$ cat src/rtl/zed_pkg.sv
// Shared types and constants for the source-Z phrase generator.
// Z values are 16.16 fixed point; a phrase carries four integer Z lanes.
package zed_pkg;

    localparam int ZINT  = 16;
    localparam int ZFRAC = 16;
    localparam int ZPIX  = 4;

    // Bit offsets of the two 16-bit lanes inside a 32-bit phrase half
    localparam int LANE_LO = 0;
    localparam int LANE_HI = ZINT;

    typedef enum logic [1:0] {
        ZG_IDLE  = 2'd0,
        ZG_SETUP = 2'd1,
        ZG_EMIT  = 2'd2
    } zg_state_t;

    // Valid-pixel mask for a partial phrase holding r (1..3) pixels
    function automatic logic [ZPIX-1:0] partial_mask(input logic [1:0] r);
        logic [ZPIX-1:0] m;
        case (r)
            2'd1:    m = 4'b0001;
            2'd2:    m = 4'b0011;
            2'd3:    m = 4'b0111;
            default: m = 4'b0000;
        endcase
        return m;
    endfunction

endpackage

$ cat src/rtl/zedgen_if.sv
// Phrase handshake between the Z generator (master) and the Z comparator (slave).
interface zedgen_if;
    logic [31:0] srczplo;
    logic [31:0] srczphi;
    logic [3:0]  pix_mask;
    logic        srcz_valid;
    logic        srcz_ready;

    modport master (
        output srczplo, srczphi, pix_mask, srcz_valid,
        input  srcz_ready
    );

    modport slave (
        input  srczplo, srczphi, pix_mask, srcz_valid,
        output srcz_ready
    );
endinterface

$ cat src/rtl/zedgen_lanes.sv
// Four-lane Z interpolation: acc + {0, zinc, 2*zinc, 3*zinc}, truncated to integers
// and packed into the low/high phrase halves.
module zedgen_lanes
    import zed_pkg::*;
(
    input  logic [31:0] acc,
    input  logic [31:0] zinc,
    input  logic [31:0] inc2,
    input  logic [31:0] inc3,
    output logic [31:0] lo_nxt,
    output logic [31:0] hi_nxt
);

    // Sums wrap modulo 2^32; the shift drops the fraction without rounding
    always_comb begin
        lo_nxt = '0;
        hi_nxt = '0;
        lo_nxt[LANE_LO +: ZINT] = ZINT'(acc >> ZFRAC);
        lo_nxt[LANE_HI +: ZINT] = ZINT'((acc + zinc) >> ZFRAC);
        hi_nxt[LANE_LO +: ZINT] = ZINT'((acc + inc2) >> ZFRAC);
        hi_nxt[LANE_HI +: ZINT] = ZINT'((acc + inc3) >> ZFRAC);
    end

endmodule

$ cat src/rtl/zedgen.sv
// Source-Z phrase generator: steps a 16.16 Z accumulator across a span and
// emits four interpolated integer Z values per accepted phrase.
//
// state    | meaning
// ---------+------------------------------------------------------------
// ZG_IDLE  | waiting for start; span parameters latched on start
// ZG_SETUP | one cycle: build step multiples, present first phrase
// ZG_EMIT  | phrase valid; advance acc/rem on each accept until span ends
module zedgen
    import zed_pkg::*;
#(
    parameter int CNTW = 16
) (
    input  logic            clk,
    input  logic            resetl,
    input  logic            start,
    input  logic            abort,
    input  logic [31:0]     zinit,
    input  logic [31:0]     zinc,
    input  logic [CNTW-1:0] npix,
    zedgen_if.master        phr,
    output logic            busy,
    output logic            done
);

    zg_state_t       state;
    logic [31:0]     acc_r;
    logic [31:0]     zinc_r;
    logic [31:0]     inc2_r;
    logic [31:0]     inc3_r;
    logic [31:0]     inc4_r;
    logic [CNTW-1:0] rem_r;

    logic [31:0]     srczplo_r;
    logic [31:0]     srczphi_r;
    logic [3:0]      pix_mask_r;
    logic            srcz_valid_r;

    logic [31:0]     inc2_c;
    logic [31:0]     inc3_c;
    logic [31:0]     inc4_c;
    logic [31:0]     acc_step;
    logic [CNTW-1:0] rem_step;
    logic [31:0]     lane_acc;
    logic [31:0]     lane_inc2;
    logic [31:0]     lane_inc3;
    logic [CNTW-1:0] lane_rem;
    logic [3:0]      mask_nxt;
    logic [31:0]     lo_nxt;
    logic [31:0]     hi_nxt;
    logic            accept;

    function automatic logic [3:0] mask_for(input logic [CNTW-1:0] r);
        if (r >= CNTW'(ZPIX)) return 4'b1111;
        return partial_mask(r[1:0]);
    endfunction

    // In SETUP the step multiples are not registered yet, so the first phrase
    // is built from the combinational values; afterwards from the next acc.
    always_comb begin
        inc2_c    = zinc_r << 1;
        inc3_c    = zinc_r + inc2_c;
        inc4_c    = zinc_r << 2;
        acc_step  = acc_r + inc4_r;
        rem_step  = rem_r - CNTW'(ZPIX);
        lane_acc  = (state == ZG_SETUP) ? acc_r  : acc_step;
        lane_inc2 = (state == ZG_SETUP) ? inc2_c : inc2_r;
        lane_inc3 = (state == ZG_SETUP) ? inc3_c : inc3_r;
        lane_rem  = (state == ZG_SETUP) ? rem_r  : rem_step;
        mask_nxt  = mask_for(lane_rem);
        accept    = srcz_valid_r & phr.srcz_ready;
    end

    zedgen_lanes u_lanes (
        .acc    (lane_acc),
        .zinc   (zinc_r),
        .inc2   (lane_inc2),
        .inc3   (lane_inc3),
        .lo_nxt (lo_nxt),
        .hi_nxt (hi_nxt)
    );

    always_ff @(posedge clk or negedge resetl) begin
        if (!resetl) begin
            state        <= ZG_IDLE;
            acc_r        <= '0;
            zinc_r       <= '0;
            inc2_r       <= '0;
            inc3_r       <= '0;
            inc4_r       <= '0;
            rem_r        <= '0;
            srczplo_r    <= '0;
            srczphi_r    <= '0;
            pix_mask_r   <= '0;
            srcz_valid_r <= 1'b0;
            busy         <= 1'b0;
            done         <= 1'b0;
        end else begin
            done <= 1'b0;
            if (abort && state != ZG_IDLE) begin
                state        <= ZG_IDLE;
                srcz_valid_r <= 1'b0;
                busy         <= 1'b0;
            end else begin
                case (state)
                    ZG_IDLE: begin
                        if (start && !abort) begin
                            acc_r  <= zinit;
                            zinc_r <= zinc;
                            rem_r  <= npix;
                            busy   <= 1'b1;
                            state  <= ZG_SETUP;
                        end
                    end
                    ZG_SETUP: begin
                        inc2_r <= inc2_c;
                        inc3_r <= inc3_c;
                        inc4_r <= inc4_c;
                        if (rem_r == '0) begin
                            done  <= 1'b1;
                            busy  <= 1'b0;
                            state <= ZG_IDLE;
                        end else begin
                            srczplo_r    <= lo_nxt;
                            srczphi_r    <= hi_nxt;
                            pix_mask_r   <= mask_nxt;
                            srcz_valid_r <= 1'b1;
                            state        <= ZG_EMIT;
                        end
                    end
                    ZG_EMIT: begin
                        if (accept) begin
                            if (rem_r > CNTW'(ZPIX)) begin
                                acc_r      <= acc_step;
                                rem_r      <= rem_step;
                                srczplo_r  <= lo_nxt;
                                srczphi_r  <= hi_nxt;
                                pix_mask_r <= mask_nxt;
                            end else begin
                                srcz_valid_r <= 1'b0;
                                done         <= 1'b1;
                                busy         <= 1'b0;
                                state        <= ZG_IDLE;
                            end
                        end
                    end
                    default: state <= ZG_IDLE;
                endcase
            end
        end
    end

    assign phr.srczplo    = srczplo_r;
    assign phr.srczphi    = srczphi_r;
    assign phr.pix_mask   = pix_mask_r;
    assign phr.srcz_valid = srcz_valid_r;

endmodule

$ cat src/flat_wrapper.sv
// flat-port wrapper written by rule: the top's interface ports become plain ports
module zedgen_flat import zed_pkg::*;
#(
    parameter int CNTW = 16
)
  (clk, resetl, start, abort, zinit, zinc, npix, busy, done, phr_srczplo, phr_srczphi, phr_pix_mask, phr_srcz_valid, phr_srcz_ready);
  zedgen_if phr_i ();
  input  logic clk;
  input  logic resetl;
  input  logic start;
  input  logic abort;
  input  logic [31:0] zinit;
  input  logic [31:0] zinc;
  input  logic [CNTW-1:0] npix;
  output logic busy;
  output logic done;
  output wire logic [$bits(phr_i.srczplo)-1:0] phr_srczplo;
  output wire logic [$bits(phr_i.srczphi)-1:0] phr_srczphi;
  output wire logic [$bits(phr_i.pix_mask)-1:0] phr_pix_mask;
  output wire logic [$bits(phr_i.srcz_valid)-1:0] phr_srcz_valid;
  input wire logic [$bits(phr_i.srcz_ready)-1:0] phr_srcz_ready;
  assign phr_srczplo = phr_i.srczplo;
  assign phr_srczphi = phr_i.srczphi;
  assign phr_pix_mask = phr_i.pix_mask;
  assign phr_srcz_valid = phr_i.srcz_valid;
  assign phr_i.srcz_ready = phr_srcz_ready;
  zedgen #(.CNTW(CNTW)) u_core (.clk(clk), .resetl(resetl), .start(start), .abort(abort), .zinit(zinit), .zinc(zinc), .npix(npix), .phr(phr_i), .busy(busy), .done(done));
endmodule
$ cat config.mk
export PLATFORM = sky130hd
export DESIGN_NAME = zedgen_flat
export DESIGN_NICKNAME = d
export VERILOG_FILES = /design/src/rtl/zed_pkg.sv /design/src/rtl/zedgen_if.sv /design/src/rtl/zedgen_lanes.sv /design/src/rtl/zedgen.sv /design/src/flat_wrapper.sv
export SDC_FILE = /design/constraint.sdc
export NUM_CORES = 1
export LEC_CHECK = 0
export BUFFER_PORTS_ARGS = -buffer_cell sky130_fd_sc_hd__buf_2
export CAP_MARGIN = 20
export CORE_UTILIZATION = 64
export DETAILED_ROUTE_END_ITERATION = 8
export PLACE_DENSITY = 0.85
export SYNTH_ARGS = -nofsm -noshare
export SYNTH_HDL_FRONTEND = slang
export SYNTH_SLANG_ARGS = --single-unit
$ cat constraint.sdc
create_clock -name clk -period 14.1 [get_ports clk]
set_clock_uncertainty 0.2 [all_clocks]
set_input_delay 2.82 -clock clk [delete_from_list [all_inputs] [get_ports clk]]
set_output_delay 2.82 -clock clk [all_outputs]
set_load 0.05 [all_outputs]
==> reports/qor.yml, run 1 <==
hold_path:
  min_from: "u_core.inc2_r[2]"
  hp-class: "flip-flop to flip-flop"
finish:
  fillCellCount: 2113
  final_nets: 2473
  final_area_mm2: 0.02032
  fin_cells: 2627
  drive_gt1_share_pct: 17.12
  synthToLayoutAreaGrowth_pct: 10.57
  antennaDiodeCount: 0
  fin_util_pct: 72.54
critical_path:
  startpoint: "u_core.acc_r[2]"
  cp-start-kind: "flip-flop"
  crit_chain: "ha_1 > fa_1 > a211oi_2 > o21ai_0 > o21a_1 > a31oi_1 > xor2_1 > o21ai_0 > ha_1 > a21oi_1 > o22ai_1 > a211oi_1 > o22ai_1 > a311oi_1 > o21ba_2 > o31ai_1 > a221o_1 > and3_4 > a2111oi_4 > xor3_1 > o21ai_1"
  cpPeakStageDelay_ns: 0.72
  cp_max_fo: 4
  cp_data_required_time_ns: 14.38
  crit_end: "u_core.phr.srczphi[15]"
  cpMaxStageDelayCell: "a311oi_1"
  crit_type: "flip-flop to flip-flop"
  r2r_end: "u_core.phr.srczphi[15]"
  worstPathArrival_ns: 6.51
  cp_top_family: "compound AO/OA/AOI/OAI gates"
  crit_buf_inv: 0
  reg2reg_slack_ns: 7.87
  r2r_cells: 21
  cp-end-kind: "flip-flop"
  regToRegStartpoint: "u_core.acc_r[2]"
  cp_num_cells: 21
synth:
  ys_types: 94
  avgSynthCellArea_um2: 8.648
  async_flop_share_pct: 100.0
  seq_area_frac_synth_pct: 33.63
  synth-seq-cells: 247
  synth_ff_type: "dfrtp_1"
  netlist_instances: 2125
  yosysWarnings: 0
  synth-edff-count: 0
  synth_area_mm2: 0.01838
  syn_nets: 2371
placed_design:
  io_buffers: 155
  post_dp_cell_area_mm2: 0.01938
  dp_cells: 2575
  hpwl_um: 38210
  gp_congestion: 0.9850
drt:
  vias: 16550
  wl_per_cell_um: 19.63
  drtIter0Drc: 1521
  dr.pass1.iters: 6
  ant_nets: 0
  drc: 0
  drt-vias-per-instance: 6.299
  drt-total-wl_um: 51560
floorplanning:
  rows: 61
  start_util_pct: 65.61
  coreArea_mm2: 0.02801
  boundaryPins: 156
  die_x_um: 171.5
  die_y_um: 171.5
  die-area_mm2: 0.02940
grt:
  grt_max_degree: 112
  grt_pass1_wl_um: 82700
  grt_antenna_before_repair: 1
  grt_use_total_pct: 35.48
  grt-ovfl-total: 0
  grt_pass1_vias: 15910
timing:
  period_share_pct: 44.16
  slew_headroom_pct: 28.90
  fmax_mhz: 160.6
  hold_viol: 0
  slew_violations: 0
  fin_crit_ns: 6.227
  tns_ns: 0
  worstMarginPinSlew_ns: 1.061
  rsz0062_at_grt: "false"
  setup_viol: 0
clock_network:
  cts_resized: 0
  htreeDepth: 1
  path_clk_slew_ns: 0.07
  cts_sinks: 247
  hold_buffers: 0
  cts-root-buf: "clkbuf_16"
  postCtsSetupRepairBufs: 0
  clk_latency_ns: 0.56
  cts_tree: "built"
  cts_inserted_buffers: 28
  clk_path_buf_depth: 3
flow_run:
  maxCapViolCount: 0
run_status:
  status: "finished, final reports clean"
[per-layer routing]
metal / GRT usage [%] / part of all wire, %
met5: 0 / 0.023
met4: 11.53 / 3.3
met3: 4.648 / 7.1
met2: 58.58 / 46
met1: 48.07 / 43
[per-stage QoR]
step | setup WS (ns) | hold WS (ns)
finish | 7.873 | 0.2696
global route | 7.562 | 0.2886
CTS | 7.962 | 0.2750
detailed placement | 7.986 | 0.2605
global placement | 8.240 | 0.2547
floorplan | 8.104 | 0.2418
[cell usage after synthesis, types with 20 or more instances]
cell / n / area share [%]
a21oi_1: 147 / 4.0
nand4_1: 20 / 0.68
xnor2_1: 61 / 2.9
dfrtp_1: 247 / 34
a21o_1: 45 / 1.8
nor3_1: 52 / 1.4
clkbuf_1: 64 / 1.3
ha_1: 159 / 11
mux2_2: 118 / 7.2
nor2b_1: 21 / 0.71
nor2_1: 112 / 2.3
o21a_1: 27 / 1.1
nand3_1: 40 / 1.1
o21ai_0: 158 / 4.3
xor2_1: 42 / 2.0
inv_1: 59 / 1.2
nand2_1: 427 / 8.7
[registers in the layout (all words and copies together) (netlist names), 2 cells and up]
signal               count
u_core.acc_r            32
u_core.inc2_r           32
u_core.inc3_r           32
u_core.inc4_r           30
u_core.phr.pix_mask      4
u_core.phr.srczphi      32
u_core.phr.srczplo      32
u_core.rem_r            16
u_core.state             2
u_core.zinc_r           32
[worst min path at each step]
stage                             end  slack, ns  cells after the start
4_1_cts             u_core.inc2_r[19]       0.27                      2
6_report             u_core.inc2_r[2]       0.27                      2
2_1_floorplan        u_core.inc3_r[1]       0.24                      2
3_5_place_dp        u_core.inc2_r[19]       0.26                      2
5_1_grt        u_core.phr.srczplo[17]       0.29                      2
3_3_place_gp         u_core.inc3_r[7]       0.25                      2
[kinds of logic after synthesis]
family / Yosys count / synth area share, %
fa+ha+maj: 161 / 11.04
simple gates: 755 / 18.05
flops: 247 / 33.63
buf+inv: 156 / 3.336
compound gates: 563 / 20.24
xor+xnor: 109 / 5.596
mux: 134 / 8.102
[final cells by class]
type	instances	area, um^2	share of cell area (%)
Clock buffer	38	779.5	3.836
Clock inverter	14	157.7	0.7759
Inverter	59	221.5	1.090
Multi-Input combinational cell	1722	11620	57.17
Sequential cell	247	6181	30.42
Tap cell	378	473.0	2.328
Timing Repair Buffer	169	890.9	4.384
[cell usage in the layout (no fill, tap or decap), types with 10 or more instances in the layout]
master	count
nand2b_1	13
clkbuf_16	29
nor2b_1	21
ha_1	157
o21a_1	27
mux2_2	118
xor2_1	42
xnor2_1	61
a31oi_1	18
nand4_1	20
buf_4	14
o21ai_1	12
a21o_1	45
nor3_1	51
buf_2	154
mux2i_1	16
dfrtp_1	247
o31ai_1	10
nand2_1	426
o21ai_0	158
inv_1	58
o211ai_1	15
nor2_1	111
a211oi_1	19
a21oi_1	147
and3_1	19
nand3_1	40
[tightest hold or removal path, stage by stage, from the launching register on]
cell     delay, ns
dfrtp_1       0.34
nand2_1       0.05
nand2_1       0.05
Power of run 1 is left out: the tool's default activity adds up to more than one toggle a clock period on the data nets, which glitch-free logic cannot reach.
==> run 2, diff against run 1 <==
CORE_UTILIZATION = 62   (was 64)
PLACE_DENSITY = 0.82   (was 0.85)
clock period = 5.9 ns   (was 14.1 ns; I/O delays follow)
==> run 2 against run 1 <==
Register-to-register slack got worse by 7.6 ns. Global-route usage fell by 1.3 points. Fmax rose by 9.9%. Worst setup slack got worse by 7.6 ns. Wire length grew 0.74%. Clock-buffer cell count unchanged. First-iteration DRC count fell by 0.46%. Flip-flop and latch count unchanged.
==> reports/qor.yml, run 2 (synthesis gave the netlist of run 1 again) <==
placed_design:
  hpwl_um: 38450  # was 38210 um
  gp_congestion: 0.9679  # was 0.9850
  place_ws_ns: 0.1869  # was 7.986 ns
  io_buffers: 155  # unchanged
  post_dp_cell_area_mm2: 0.01957  # was 0.01938 mm^2
timing:
  fin_crit_ns: 5.664  # was 6.227 ns
  fmax_mhz: 176.5  # was 160.6 MHz
  slew_headroom_pct: 26.96  # was 28.90%
  worstMarginPinSlew_ns: 1.096  # was 1.061 ns
  worst_slack_ns: 0.2357  # was 7.873 ns
  setup_viol: 0  # unchanged
  period_share_pct: 96.00  # was 44.16%
  slew_violations: 0  # unchanged
  whs_ns: 0.2732  # was 0.2696 ns
  hold_viol: 0  # unchanged
finish:
  synthToLayoutAreaGrowth_pct: 11.96  # was 10.57%
  drive_gt1_share_pct: 18.43  # was 17.12%
  antennaDiodeCount: 0  # unchanged
  final_area_mm2: 0.02057  # was 0.02032 mm^2
  final_common_cell: "nand2_1"  # unchanged
  fin_util_pct: 71.11  # was 72.54%
  final_nets: 2496  # was 2473
  layout_common_cells: "426 x nand2_1, 246 x dfrtp_1, 157 x ha_1"  # was 426 x nand2_1, 247 x dfrtp_1, 158 x o21ai_0
run_status:
  status: "finished, final reports clean"  # unchanged
clock_network:
  htreeDepth: 1  # unchanged
  clk_latency_ns: 0.57  # was 0.56 ns
  postCtsSetupRepairBufs: 0  # unchanged
  path_clk_slew_ns: 0.06  # was 0.07 ns
  cts-root-buf: "clkbuf_16"  # unchanged
  cts_sinks: 247  # unchanged
  cts_tree: "built"  # unchanged
  cts_inserted_buffers: 29  # was 28
  clk_path_buf_depth: 3  # unchanged
grt:
  grt_antenna_before_repair: 0  # was 1
  grt_pass1_vias: 15710  # was 15910
  met1_usage_pct: 48.61  # was 48.07%
  grt_max_degree: 104  # was 112
  grt_use_total_pct: 34.14  # was 35.48%
  met2_usage_pct: 55.22  # was 58.58%
  top_usage_layer: "met2"  # unchanged
  met3_usage_pct: 3.915  # was 4.648%
  grt_pass1_wl_um: 83180  # was 82700 um
  grt-ovfl-total: 0  # unchanged
drt:
  dr.pass1.iters: 5  # was 6
  drtIter0Drc: 1514  # was 1521
  drt-total-wl_um: 51940  # was 51560 um
  vias: 16500  # was 16550
  ant_nets: 0  # unchanged
  wl_per_cell_um: 19.58  # was 19.63 um
  drt-vias-per-instance: 6.221  # was 6.299
  drc: 0  # unchanged
floorplanning:
  die_y_um: 174.2  # was 171.5 um
  rows: 62  # was 61
  coreArea_mm2: 0.02894  # was 0.02801 mm^2
  start_util_pct: 63.51  # was 65.61%
  die-area_mm2: 0.03033  # was 0.02940 mm^2
  die_x_um: 174.2  # was 171.5 um
  boundaryPins: 156  # unchanged
critical_path:
  worst_path_most_repeated_cell: "a21oi_1"
  cp-start-kind: "flip-flop"  # unchanged
  cp_top_family: "compound AO/OA/AOI/OAI gates"  # unchanged
  startpoint: "u_core.inc4_r[3]"  # was u_core.acc_r[2]
  crit_chain: "ha_1 > a211oi_1 > o21ai_2 > o211ai_2 > nor2b_1 > nand2_1 > a31oi_1 > xor2_1 > o21ai_0 > ha_1 > and2_1 > nand4_1 > a2111o_1 > a21oi_1 > a311oi_1 > buf_4 > a211o_1 > a21oi_1 > nand3_1 > nand2_1 > a21oi_1 > xor3_1 > mux2_2"  # was ha_1 > fa_1 > a211oi_2 > o21ai_0 > o21a_1 > a31oi_1 > xor2_1 > o21ai_0 > ha_1 > a21oi_1 > o22ai_1 > a211oi_1 > o22ai_1 > a311oi_1 > o21ba_2 > o31ai_1 > a221o_1 > and3_4 > a2111oi_4 > xor3_1 > o21ai_1
  worstPathArrival_ns: 5.91  # was 6.51 ns
  cp_data_required_time_ns: 6.15  # was 14.38 ns
  cp_max_fo: 3  # was 4
  cpMaxStageDelayCell: "a2111o_1"  # was a311oi_1
  crit_type: "flip-flop to flip-flop"  # unchanged
  crit_buf_inv: 1  # was 0
  cp-end-kind: "flip-flop"  # unchanged
  reg2reg_slack_ns: 0.24  # was 7.87 ns
  regToRegStartpoint: "u_core.inc4_r[3]"  # was u_core.acc_r[2]
  cpPeakStageDelay_ns: 0.52  # was 0.72 ns
hold_path:
  min_from: "u_core.inc3_r[27]"  # was u_core.inc2_r[2]
  hp-class: "flip-flop to flip-flop"  # unchanged
flow_run:
  maxCapViolCount: 0  # unchanged
[run 2: per-layer routing]
metal	up-vias	wire length (um)
met3	92	3578
met2	662	23640
met4	0	1366
li1	7854	-
met5	-	0
met1	7889	23350
[run 2: path summary, 6_finish.rpt]
kind / end / cells after the start
min in group asynchronous: u_core.inc3_r[22] / 1
setup reg to reg: u_core.phr.srczplo[31] / 23
hold reg to reg: u_core.inc3_r[27] / 2
setup / recovery: u_core.phr.srczplo[31] / 23
max in group asynchronous: u_core.acc_r[18] / 2
hold / removal: u_core.inc3_r[27] / 2
[run 2: worst min-delay path, cell delays in order (launching register included)]
cell and delay, ns:
dfrtp_1 0.34, nand2_1 0.05, nand2_1 0.05
[run 2: what timing repair did]
action                     CTS  global route
hold buffers                 0             0
setup endpoints to repair    0            12
resized for setup            0            14
[run 2: layout make-up]
| class | instances | area [um^2] |
|---|---|---|
| clock buffers | 38 | 809.5 |
| clock inverters | 11 | 138.9 |
| fillers | 2265 | 8361 |
| inverters | 59 | 221.5 |
| multi-input cells | 1722 | 11670 |
| flip-flops and latches | 247 | 6182 |
| well taps | 384 | 480.5 |
| repair buffers | 191 | 1069 |
[run 2: through the flow]
| stage | instances | TNS, ns |
|---|---|---|
| 2_1_floorplan | 2125 | 0 |
| 3_3_place_gp | 2603 | 0 |
| 3_5_place_dp | 2603 | 0 |
| 4_1_cts | 2652 | 0 |
| 5_1_grt | 2652 | -0.05507 |
| 6_report | 2652 | 0 |
Power of run 2 is left out for the same reason.
